==> src/rtl/tmds_serializer_mc.sv <==
// tmds_serializer_mc: multi-lane TMDS word serializer with a one-group input stage.
// One group is accepted per word slot. It is then shifted out OUT_BITS per cycle, LSB first,
// alongside a clock-lane pattern. IDLE_WORD is inserted when the stage is empty at a load edge.
module tmds_serializer_mc #(
  parameter int unsigned           NUM_LANES   = 3,
  parameter int unsigned           WORD_WIDTH  = 10,
  parameter int unsigned           OUT_BITS    = 1,
  parameter logic [WORD_WIDTH-1:0] IDLE_WORD   = 10'b1101010100,
  parameter logic [WORD_WIDTH-1:0] CLK_PATTERN = 10'b0000011111
) (
  input  logic                            tmds_clk,
  input  logic                            reset,
  input  logic                            in_valid,
  output logic                            in_ready,
  input  logic [NUM_LANES*WORD_WIDTH-1:0] in_data,
  input  logic                            clr_underflow,
  output logic [NUM_LANES*OUT_BITS-1:0]   out_lanes,
  output logic [OUT_BITS-1:0]             out_clk,
  output logic                            out_word_start,
  output logic                            underflow_pulse,
  output logic                            underflow_sticky
);

  localparam int unsigned SLOTS  = WORD_WIDTH / OUT_BITS;
  localparam int unsigned LAST   = SLOTS - 1;
  localparam int unsigned CW     = (SLOTS > 1) ? $clog2(SLOTS) : 1;
  localparam int unsigned GRP_W  = NUM_LANES * WORD_WIDTH;

  // Reject an output width that does not tile the symbol exactly
  if ((OUT_BITS == 0) || (WORD_WIDTH % OUT_BITS != 0)) begin : g_bad_out_bits
    $error("tmds_serializer_mc: OUT_BITS must divide WORD_WIDTH");
  end

  logic [CW-1:0]    slot_cnt_q, slot_cnt_d;
  logic [GRP_W-1:0] lane_sr_q, lane_sr_d;
  logic [GRP_W-1:0] lane_shift_c;
  logic [WORD_WIDTH-1:0] clk_sr_q, clk_sr_d;
  logic [GRP_W-1:0] stg_q, stg_d;
  logic             stg_valid_q, stg_valid_d;
  logic             armed_q, armed_d;
  logic             pulse_q, pulse_d;
  logic             sticky_q, sticky_d;
  logic             word_start_q, word_start_d;
  logic             load_c;
  logic             accept_c;

  assign load_c   = (slot_cnt_q == CW'(LAST));
  assign in_ready = !stg_valid_q || load_c;
  assign accept_c = in_valid && in_ready;

  // Per-lane right shift with zero fill, and the per-lane output taps
  for (genvar n = 0; n < NUM_LANES; n++) begin : g_lane
    assign lane_shift_c[n*WORD_WIDTH +: WORD_WIDTH] =
      lane_sr_q[n*WORD_WIDTH +: WORD_WIDTH] >> OUT_BITS;
    assign out_lanes[n*OUT_BITS +: OUT_BITS] = lane_sr_q[n*WORD_WIDTH +: OUT_BITS];
  end

  assign out_clk          = clk_sr_q[OUT_BITS-1:0];
  assign out_word_start   = word_start_q;
  assign underflow_pulse  = pulse_q;
  assign underflow_sticky = sticky_q;

  // Next-state: slot counter, shift/load of lanes and clock lane, stage fill/drain, underflow flags
  always_comb begin
    slot_cnt_d   = load_c ? '0 : slot_cnt_q + CW'(1);
    lane_sr_d    = lane_shift_c;
    clk_sr_d     = clk_sr_q >> OUT_BITS;
    stg_d        = stg_q;
    stg_valid_d  = stg_valid_q;
    armed_d      = armed_q || accept_c;
    pulse_d      = 1'b0;
    sticky_d     = sticky_q;
    word_start_d = load_c;

    if (load_c) begin
      clk_sr_d = CLK_PATTERN;
      if (stg_valid_q) begin
        lane_sr_d   = stg_q;
        stg_valid_d = 1'b0;
      end else begin
        lane_sr_d = {NUM_LANES{IDLE_WORD}};
        pulse_d   = armed_q;
      end
    end

    // A word accepted on an idle-insert edge lands in the stage only
    if (accept_c) begin
      stg_d       = in_data;
      stg_valid_d = 1'b1;
    end

    // A new underflow takes priority over a clear on the same edge
    if (pulse_d) begin
      sticky_d = 1'b1;
    end else if (clr_underflow) begin
      sticky_d = 1'b0;
    end
  end

  // State registers; reset parks the counter on LAST so the first edge is a load edge
  always_ff @(posedge tmds_clk or posedge reset) begin
    if (reset) begin
      slot_cnt_q   <= CW'(LAST);
      lane_sr_q    <= '0;
      clk_sr_q     <= '0;
      stg_q        <= '0;
      stg_valid_q  <= 1'b0;
      armed_q      <= 1'b0;
      pulse_q      <= 1'b0;
      sticky_q     <= 1'b0;
      word_start_q <= 1'b0;
    end else begin
      slot_cnt_q   <= slot_cnt_d;
      lane_sr_q    <= lane_sr_d;
      clk_sr_q     <= clk_sr_d;
      stg_q        <= stg_d;
      stg_valid_q  <= stg_valid_d;
      armed_q      <= armed_d;
      pulse_q      <= pulse_d;
      sticky_q     <= sticky_d;
      word_start_q <= word_start_d;
    end
  end

endmodule

==> config.mk <==
export PLATFORM = sky130hd
export DESIGN_NAME = tmds_serializer_mc
export DESIGN_NICKNAME = d
export VERILOG_FILES = /design/src/rtl/tmds_serializer_mc.sv
export SDC_FILE = /design/constraint.sdc
export NUM_CORES = 1
export LEC_CHECK = 0
export ABC_AREA = 1
export CAP_MARGIN = 20
export CORE_MARGIN = 2
export CORE_UTILIZATION = 50
export CTS_BUF_LIST = sky130_fd_sc_hd__clkbuf_8
export DETAILED_ROUTE_END_ITERATION = 6
export PLACE_DENSITY = 0.74
export SLEW_MARGIN = 10
export SYNTH_ARGS = -nofsm -noshare
export SYNTH_HDL_FRONTEND = slang
export SYNTH_SLANG_ARGS = --single-unit
==> constraint.sdc <==
create_clock -name tmds_clk -period 2.7 [get_ports tmds_clk]
set_input_delay 0.27 -clock tmds_clk [delete_from_list [all_inputs] [get_ports tmds_clk]]
set_output_delay 0.27 -clock tmds_clk [all_outputs]
set_load 0.05 [all_outputs]
==> flow_summary.ini <==
[finish]
area_growth_pct = 21.0
nNetsFinal = 368
drive_gt1_frac = 0.0914
fin_area_um2 = 3460
n_antenna_cell = 0

[worst_setup_path]
path_delay_family = simple AND/OR/NAND/NOR gates
crit_buf_inv = 2
endpoint_kind = output pin
reg2reg_from = slot_cnt_q[3]$_DFF_PP1_
crit_chain = inv_1, nor2_1, nand2_2, nand2_4, buf_12
cpMaxStageDelayCell = dfstp_2
critPathLaunchType = flop
crit_required_ns = 2.43
crit_fanout = 33
crit_path_max_incr_delay_ns = 0.52
crit_arrival_ns = 1.66
cp_num_cells = 5
reg2reg_depth = 7
crit_type = flop to output pin
startpoint = slot_cnt_q[3]$_DFF_PP1_

[timing]
whs_ns = 0.319
final.min_clock_period_ns = 1.93
timing.fmax_mhz = 519
worstMarginPinSlew_ns = 0.650
finalSetupViolCount = 0
drv_slew = 0
fin_crit_sh = 0.713
rsz0062_at_grt = no
fin_setup_tns_ns = 0
max-slew-margin-rel = 0.565
postLayoutSetupSlackWorst_ns = 0.774
timing.final.hold_violations = 0
clock_skew_ns = 0.00770

[yosys]
ys_seq_area_frac = 0.640
ys_seq_elements = 73
syn_area_per_cell_um2 = 9.56
netlist_instances = 299
yosys_warnings = 0
syn_nets = 333
synth-main-ff-cell = dfrtp_1
ys_async_sr_fraction = 1.00
yosys.cell_types.count = 21
syn_area_um2 = 2860
synth_enable_flop_cells = 0

[routing]
ant_nets = 0
drc = 0
drt_iter0_markers = 170
vias = 2006
drt_wl_total_um = 5120
firstDrtPassIters = 4
vias_per_cell = 4.88
wl_per_cell_um = 12.5

[clocking]
cts_buffer_depth = 2
ctsResizeCount = 0
clk_latency_ns = 0.33
clk_pin_slew_ns = 0.07
cts_tree = yes
cts-htree-levels = 3
cts_inserted_buffers = 9
cts_setup_buffers = 0
cts.sinks = 73
hold_buffers = 0
cts-root-buf = clkbuf_8

[placement]
pre_cts_ws_ns = 0.843
port_buffers = 41
gp_congestion = 0.728
dp.final_hpwl_um = 3110
place_area_um2 = 3270

[run]
max_cap_viol_count = 0

[die]
core_area_um2 = 5510
die_w_um = 79.6
rows = 27
initial_core_util = 0.519
pin_count = 42
die_h_um = 79.6
dieArea_um2 = 6340

[grt]
overflow = 0
first_global_vias = 1964
grt_max_degree = 74
grt.total_usage = 0.185
grt_first_pass_wirelength_um = 8830
antenna_found_initial = 0

[power_and_ir_drop]
vdd_drop_max_v = 0.000360
p_leak_nw = 1.73
p_per_area_nw_per_um2 = 696

[run_status]
status = completed

[min_path]
hp-class = primary input to async pin
==> tightest hold or removal path: cells and delay by family <==
family,cells,cell delay (ns)
buffers and inverters,3,0.79
==> layout make-up <==
type | count | area, µm²
Fill cell | 467 | 2050
Sequential cell | 73 | 1830
Multi-Input combinational cell | 197 | 856
Timing Repair Buffer | 45 | 463
Clock buffer | 10 | 138
Tap cell | 72 | 90.1
Clock inverter | 6 | 51.3
Inverter | 8 | 30.0
==> Yosys cell counts (2+ instances only) <==
| cell | instances | area share |
|---|---|---|
| nand2_1 | 105 | 0.14 |
| dfrtp_1 | 71 | 0.62 |
| nand3_1 | 32 | 0.056 |
| o21ai_0 | 21 | 0.037 |
| nor2_1 | 20 | 0.026 |
| o21ai_1 | 8 | 0.014 |
| buf_4 | 6 | 0.016 |
| clkbuf_1 | 6 | 0.0079 |
| inv_1 | 6 | 0.0079 |
| buf_6 | 5 | 0.020 |
| or2_2 | 4 | 0.0088 |
| buf_2 | 3 | 0.0053 |
| dfstp_2 | 2 | 0.018 |
| inv_2 | 2 | 0.0026 |
| nand2_4 | 2 | 0.0079 |
==> layout by cell type, fill, tap and decap left out, types with 3 or more instances in the layout <==
cell type / instances
buf_4: 3
clkbuf_8: 10
clkdlybuf4s50_1: 40
dfrtp_1: 71
inv_1: 8
inv_2: 3
nand2_1: 105
nand3_1: 32
nor2_1: 20
o21ai_0: 21
o21ai_1: 8
or2_2: 4
==> sequential cells by signal, indices dropped and copies added (netlist names) <==
name	flops
clk_sr_q	5
slot_cnt_q	4
armed_q	1
lane_sr_q	30
underflow_sticky	1
underflow_pulse	1
stg_valid_q	1
stg_q	30
==> where the power goes <==
part / switching [mW] / internal, mW / leakage (nW)
Clock: 0.360 / 0.439 / 0.110
Combinational: 0.180 / 0.149 / 0.658
Sequential: 0.0645 / 1.21 / 0.961
Total: 0.604 / 1.80 / 1.73
==> kinds of logic after synthesis <==
logic type	count (synthesis)	synth area share
compound gates	31	0.0552
xor+xnor	1	0.00307
buf+inv	29	0.0604
flops	73	0.640
simple gates	165	0.241
==> final timing paths <==
kind                            slack (ns)                   endpoint
worst min register to register        0.44      clk_sr_q[2]$_DFF_PP0_
min in group tmds_clk                 0.44      clk_sr_q[2]$_DFF_PP0_
worst max register to register        0.94       stg_q[5]$_DFFE_PP0P_
worst min-delay path                  0.32  underflow_pulse$_DFF_PP0_
worst max-delay path                  0.77                   in_ready
max in group asynchronous             2.05    slot_cnt_q[0]$_DFF_PP1_
==> layer usage <==
| layer | global-route usage | vias up | routed length [µm] |
|---|---|---|---|
| met5 | 0 | - | 0 |
| met4 | 0.0966 | 0 | 101 |
| met3 | 0.0475 | 8 | 206 |
| met2 | 0.278 | 38 | 2400 |
| met1 | 0.249 | 946 | 2420 |
| li1 | - | 1014 | - |
==> through the flow <==
| step | power [mW] | instances | util |
|---|---|---|---|
| 6_report | 2.41 | 411 | 0.628 |
| 5_1_grt | 2.54 | 411 | 0.628 |
| 4_1_cts | 2.44 | 411 | 0.628 |
| 3_5_place_dp | 1.63 | 395 | 0.594 |
| 3_3_place_gp | 1.61 | 395 | 0.594 |
| 2_1_floorplan | 1.52 | 299 | - |
No activity file was read; power rests on OpenSTA's default activity.
